`src/rtl/datapath_multiciclo.sv`:
```
// Multi-cycle MIPS-subset datapath: R-type (add/sub/and/or/nor/slt), addi, lw, sw.
// One instruction per valid/ready handshake, sequenced IDLE -> DECODE -> EXEC -> {MEM} -> {WB}.
module datapath_multiciclo #(
    parameter int DATA_W    = 32,
    parameter int MEM_WORDS = 64
) (
    input  logic              clk,
    input  logic              rst,
    input  logic              instr_valid,
    output logic              instr_ready,
    input  logic [31:0]       instruction,
    output logic              done,
    output logic [DATA_W-1:0] result,
    output logic              Zflag,
    output logic              illegal_op,
    output logic              misaligned,
    input  logic [4:0]        dbg_reg_addr,
    output logic [DATA_W-1:0] dbg_reg_data
);

    localparam int MEM_AW = $clog2(MEM_WORDS);

    localparam logic [5:0] OP_RTYPE = 6'h00;
    localparam logic [5:0] OP_ADDI  = 6'h08;
    localparam logic [5:0] OP_LW    = 6'h23;
    localparam logic [5:0] OP_SW    = 6'h2B;

    localparam logic [5:0] FN_ADD = 6'h20;
    localparam logic [5:0] FN_SUB = 6'h22;
    localparam logic [5:0] FN_AND = 6'h24;
    localparam logic [5:0] FN_OR  = 6'h25;
    localparam logic [5:0] FN_NOR = 6'h27;
    localparam logic [5:0] FN_SLT = 6'h2A;

    typedef enum logic [2:0] {
        S_IDLE,
        S_DECODE,
        S_EXEC,
        S_MEM,
        S_WB
    } state_t;

    typedef enum logic [2:0] {
        ALU_ADD,
        ALU_SUB,
        ALU_AND,
        ALU_OR,
        ALU_NOR,
        ALU_SLT
    } alu_op_t;

    state_t              state_reg;
    logic [31:0]         ir_reg;
    logic [DATA_W-1:0]   a_reg;
    logic [DATA_W-1:0]   b_reg;
    logic [DATA_W-1:0]   alu_out_reg;
    logic [DATA_W-1:0]   mdr_reg;
    logic [DATA_W-1:0]   result_reg;
    logic                zflag_reg;
    logic                done_reg;
    logic                illegal_reg;
    logic                misaligned_reg;

    logic [DATA_W-1:0]   regs [32];
    logic [DATA_W-1:0]   mem  [MEM_WORDS];

    // Instruction fields
    logic [5:0]          opcode;
    logic [5:0]          funct;
    logic [4:0]          rs;
    logic [4:0]          rt;
    logic [4:0]          rd;
    logic [DATA_W-1:0]   imm_ext;
    logic                is_rtype;
    logic                is_addi;
    logic                is_lw;
    logic                is_sw;
    logic                funct_ok;
    logic                instr_legal;

    assign opcode   = ir_reg[31:26];
    assign rs       = ir_reg[25:21];
    assign rt       = ir_reg[20:16];
    assign rd       = ir_reg[15:11];
    assign funct    = ir_reg[5:0];
    assign imm_ext  = {{(DATA_W-16){ir_reg[15]}}, ir_reg[15:0]};
    assign is_rtype = (opcode == OP_RTYPE);
    assign is_addi  = (opcode == OP_ADDI);
    assign is_lw    = (opcode == OP_LW);
    assign is_sw    = (opcode == OP_SW);

    alu_op_t             alu_op;
    logic [DATA_W-1:0]   alu_b;
    logic [DATA_W-1:0]   alu_result;

    // ALU control: non-R-type instructions always add (addi and address generation)
    always_comb begin
        alu_op   = ALU_ADD;
        funct_ok = 1'b0;
        if (is_rtype) begin
            funct_ok = 1'b1;
            case (funct)
                FN_ADD:  alu_op = ALU_ADD;
                FN_SUB:  alu_op = ALU_SUB;
                FN_AND:  alu_op = ALU_AND;
                FN_OR:   alu_op = ALU_OR;
                FN_NOR:  alu_op = ALU_NOR;
                FN_SLT:  alu_op = ALU_SLT;
                default: funct_ok = 1'b0;
            endcase
        end
    end

    assign instr_legal = (is_rtype && funct_ok) || is_addi || is_lw || is_sw;
    assign alu_b       = is_rtype ? b_reg : imm_ext;

    always_comb begin
        alu_result = '0;
        case (alu_op)
            ALU_ADD: alu_result = a_reg + alu_b;
            ALU_SUB: alu_result = a_reg - alu_b;
            ALU_AND: alu_result = a_reg & alu_b;
            ALU_OR:  alu_result = a_reg | alu_b;
            ALU_NOR: alu_result = ~(a_reg | alu_b);
            ALU_SLT: alu_result = {{(DATA_W-1){1'b0}}, ($signed(a_reg) < $signed(alu_b))};
            default: alu_result = '0;
        endcase
    end

    // Word RAM with registered read; address bits above the word index wrap
    logic [MEM_AW-1:0]   ram_idx;
    logic                ram_we;

    assign ram_idx = alu_out_reg[MEM_AW+1:2];
    assign ram_we  = (state_reg == S_MEM) && is_sw && !rst;

    always_ff @(posedge clk) begin
        if (ram_we) begin
            mem[ram_idx] <= b_reg;
        end
        mdr_reg <= mem[ram_idx];
    end

    // Register bank; $0 is reset to zero and never written
    logic [4:0]          wb_addr;
    logic [DATA_W-1:0]   wb_data;

    assign wb_addr = is_rtype ? rd : rt;
    assign wb_data = is_lw ? mdr_reg : alu_out_reg;

    always_ff @(posedge clk) begin
        if (rst) begin
            for (int i = 0; i < 32; i++) begin
                regs[i] <= '0;
            end
        end else if (state_reg == S_WB && wb_addr != 5'd0) begin
            regs[wb_addr] <= wb_data;
        end
    end

    assign dbg_reg_data = regs[dbg_reg_addr];

    always_ff @(posedge clk) begin
        if (rst) begin
            state_reg      <= S_IDLE;
            ir_reg         <= '0;
            a_reg          <= '0;
            b_reg          <= '0;
            alu_out_reg    <= '0;
            result_reg     <= '0;
            zflag_reg      <= 1'b0;
            done_reg       <= 1'b0;
            illegal_reg    <= 1'b0;
            misaligned_reg <= 1'b0;
        end else begin
            done_reg <= 1'b0;
            case (state_reg)
                S_IDLE: begin
                    if (instr_valid) begin
                        ir_reg         <= instruction;
                        illegal_reg    <= 1'b0;
                        misaligned_reg <= 1'b0;
                        state_reg      <= S_DECODE;
                    end
                end
                S_DECODE: begin
                    a_reg <= regs[rs];
                    b_reg <= regs[rt];
                    if (!instr_legal) begin
                        illegal_reg <= 1'b1;
                        done_reg    <= 1'b1;
                        state_reg   <= S_IDLE;
                    end else begin
                        state_reg   <= S_EXEC;
                    end
                end
                S_EXEC: begin
                    alu_out_reg <= alu_result;
                    result_reg  <= alu_result;
                    zflag_reg   <= (alu_result == '0);
                    if (is_lw || is_sw) begin
                        if (alu_result[1:0] != 2'b00) begin
                            misaligned_reg <= 1'b1;
                            done_reg       <= 1'b1;
                            state_reg      <= S_IDLE;
                        end else begin
                            state_reg      <= S_MEM;
                        end
                    end else begin
                        state_reg <= S_WB;
                    end
                end
                S_MEM: begin
                    if (is_sw) begin
                        done_reg  <= 1'b1;
                        state_reg <= S_IDLE;
                    end else begin
                        state_reg <= S_WB;
                    end
                end
                S_WB: begin
                    if (is_lw) begin
                        result_reg <= mdr_reg;
                    end
                    done_reg  <= 1'b1;
                    state_reg <= S_IDLE;
                end
                default: state_reg <= S_IDLE;
            endcase
        end
    end

    assign instr_ready = (state_reg == S_IDLE);
    assign done        = done_reg;
    assign result      = result_reg;
    assign Zflag       = zflag_reg;
    assign illegal_op  = illegal_reg;
    assign misaligned  = misaligned_reg;

endmodule

```
`config.mk`:
```
export PLATFORM = sky130hd
export DESIGN_NAME = datapath_multiciclo
export DESIGN_NICKNAME = d
export VERILOG_FILES = /design/src/rtl/datapath_multiciclo.sv
export SDC_FILE = /design/constraint.sdc
export NUM_CORES = 2
export LEC_CHECK = 0
export BUFFER_PORTS_ARGS = -buffer_cell sky130_fd_sc_hd__buf_2
export CORE_ASPECT_RATIO = 0.7
export CORE_UTILIZATION = 30
export CTS_CLUSTER_SIZE = 20
export DETAILED_ROUTE_END_ITERATION = 7
export GPL_TIMING_DRIVEN = 0
export HOLD_SLACK_MARGIN = 0.03
export PLACE_DENSITY_LB_ADDON = 0.08
export SKIP_LAST_GASP = 1
export SLEW_MARGIN = 0
export SYNTH_ARGS = -nofsm -noshare
export SYNTH_HDL_FRONTEND = slang
export SYNTH_SLANG_ARGS = --single-unit
```
`constraint.sdc`:
```
create_clock -name clk -period 6.2 [get_ports clk]
set_clock_uncertainty 0.2 [all_clocks]
set_input_delay 0.31 -clock clk [delete_from_list [all_inputs] [get_ports clk]]
set_output_delay 0.31 -clock clk [all_outputs]
set_load 0.03 [all_outputs]
```
==> summary.txt <==
Run status
  • Outcome: finished with violations
  • Failing checks: max-capacitance violations, max-slew violations, negative setup slack

Power and ir drop
  • VDD IR max: 0.000254 V
  • Total Power: around 53 mW
  • Seq pwr share: 0.476
  • Clock share of power: 0.408
  • Leakage Power: 54.1 nW
  • Comb pwr share: 0.116
  • Sw Ratio: 0.274
  • Design internal power: 38.4 mW
  • Switching pwr: 14.5 mW
  • Pwr/cell area: 304 nW/µm²

Synth
  • Synth top area cells: edfxtp_1 63%, mux4_2 15%, a22oi_1 3.3%
  • Synth warnings: 0
  • Synth top area share: 0.632
  • Synth Flop Type: edfxtp_1
  • Post-Syn Instances: 9208
  • Cell taking the most area after synthesis: edfxtp_1
  • FFs w/ async S/R, synth: 0
  • Mapped Avg Cell Area: 15.8 µm²
  • Synth unique cells: 82
  • Post-synth EDFFs: 3072
  • Sequential area share after synthesis: 0.660
  • Synth Cell Area: 146000 µm²
  • Flop and latch count out of synthesis: 3271

Clock tree
  • CTS tree: built
  • Clock transition at path regs: 70 ps
  • H-tree levels: 5
  • Sinks on Clock Net: 3271
  • Worst-Skew Late Latency: ~1100 ps
  • Total CTS buffers: ~360
  • Largest buffer count on any clock path: 4
  • CTS root buf: clkbuf_16

Finish
  • Layout area overhead: 19.1%
  • Finished Core Util: 0.360
  • Commonest non-fill, non-tap cell in the layout: edfxtp_1
  • Regs by FF count: mem (2048), regs (1024)
  • Layout Cells excl Fill: 16800
  • Number of flip-flops in the largest register: 2048
  • Layout cells sized above 1: 0.230
  • Fin area: 174000 µm²
  • Biggest register: mem
  • Most frequent cells in the layout: 3072 x edfxtp_1, 1231 x nor2_1, 960 x mux4_2, 649 x a22oi_1, 579 x clkbuf_1
  • Fin nets: 10200
  • Filler cells: ~46000

Drt
  • Vias per inst: roughly 6.4
  • DR vias: approximately 110k
  • # DRC: 0
  • DR pass1 iterations: 6
  • WL final: 843 mm
  • DRT antenna net count: 0
  • Initial drt markers: 21500
  • Routed wire length per instance: 50.2 µm

Floorplanning
  • Die area: 489000 µm²
  • Die width: 836 µm
  • Die Y: 585 µm
  • Io pins: around 110
  • Initial Utilization: 0.302
  • Core outline area: 483000 µm²
  • Cell Rows: ~210

Global route
  • Pin count of the biggest net entering global routing: 67
  • Initial antenna violation count: 112
  • Vias in the first global route: 96900
  • GRT overflow: 0
  • First-pass GRT wire length: 1060 mm
  • All-layer global routing usage: 0.334

Timing
  • Fin crit period: 6630 ps
  • Final worst slack: -434 ps
  • Hold Vio Cnt, Final: 0
  • Least-Margin Pin Slew: 1680 ps
  • Worst rel slew slack: -0.121
  • Setup TNS: -37240 ps
  • Tcrit/Tclk final: 1.07
  • Final setup vio count: 394
  • RSZ-0062 raised after global routing: true
  • Max Slew Vio Count: 440
  • Hold slack final: 104 ps
  • Fmax: 151 MHz

Critical path
  • Crit start category: register
  • Element type at the critical path end: register
  • CP arrival: 7340 ps
  • CP Max Fanout: 10
  • Worst setup path category: register to register
  • Required @ worst endpoint: 6910 ps

Place
  • Post-DP Area: approximately 160000 µm²
  • HPWL Detailed: roughly 610 mm
  • GPL Wtd Cong: 0.953
  • IO Port Bufs: 103
  • Pre-CTS WS: -3540 ps
  • Placed insts: 16000

Job
  • Max-cap viol count: 53

Min path
  • Worst min path class: input pin to register
routing by layer:
layer	routed length [µm]	track usage	part of all wire	up-vias
met5	690	0.00136	0.00082	-
met4	29100	0.0973	0.035	28
met3	135000	0.157	0.16	1240
met2	318000	0.429	0.38	8919
met1	360000	0.491	0.43	58500
li1	-	-	-	39200
path summary, 6_finish.rpt:
check                                            startpoint                      end  slack, ps  cells after the start
worst max-delay path            alu_out_reg[4]$_SDFFE_PP0P_       mdr_reg[0]$_DFF_P_       -430                     10
worst min-delay path                        instruction[16]  ir_reg[16]$_SDFFE_PP0P_        100                      4
worst max register to register  alu_out_reg[4]$_SDFFE_PP0P_       mdr_reg[0]$_DFF_P_       -430                     10
worst min register to register      result[27]$_SDFFE_PP0P_  result[27]$_SDFFE_PP0P_        260                      2
power by group through the flow:
| stage | Clock (mW) | Sequential [mW] | Combinational, mW |
|---|---|---|---|
| final | 21.6 | 25.2 | 6.14 |
| after global routing | 22.3 | 25.2 | 6.22 |
| after CTS | 21.6 | 25.2 | 5.86 |
| after detailed placement | 0 | 25.6 | 5.74 |
| after global placement | 0 | 26.1 | 5.07 |
| after floorplan | 0 | 25.5 | 2.74 |
timing repair:
item / in CTS / in global routing
pin swaps: 9 / 14
endpoints found under the hold margin: 35 / 0
cloned: 0 / 0
resized for setup: 81 / 44
hold buffers: 80 / 0
setup buffers: 13 / 14
endpoints found under the setup margin: 1203 / 90
critical path, cell delays in order (launching register included):
cell      delay [ps]
dfxtp_1          310
clkbuf_1         810
and3b_1          260
clkbuf_1         180
clkbuf_1        1120
buf_2            790
clkbuf_2         890
a221oi_1         340
a31oi_1         1260
a21oi_1           80
nand3_1          230
cells by family after synthesis:
family | synth area share
flops | 0.660
simple gates | 0.0571
compound gates | 0.0927
mux | 0.156
buf+inv | 0.0236
fa+ha+maj | 0.00902
xor+xnor | 0.00192
other cells | 0.0000257
synthesized netlist by cell type, types with 25 or more instances:
cell         n
a31oi_1    202
ha_1       102
a311oi_1    34
a21oi_1    217
inv_1      105
mux4_2     960
nand3_1     69
mux2_2      34
buf_1      134
edfxtp_1  3072
nand2b_1    47
mux2i_1     76
a221oi_1   197
nor2_1    1297
a211oi_1    91
dfxtp_1    199
xnor2_1     25
o21ai_0     60
nor3_1      38
nor4_1      50
nand2_1    305
a22o_1     198
a22oi_1    649
clkbuf_1   670
a21o_1      36
nand4_1     73
area by class of cell:
cell class              count  area [µm²]  area share
diodes                     48         120    0.000691
plain buffers             801        3380      0.0195
clock buffers             454        9500      0.0547
clock inverters           189        1680     0.00967
inverters                 107         402     0.00231
multi-input cells        5053       47800       0.275
flip-flops and latches   3271       96400       0.555
well taps                6450        8070      0.0465
repair buffers            441        6370      0.0367
(Power assumes the default switching activity.)
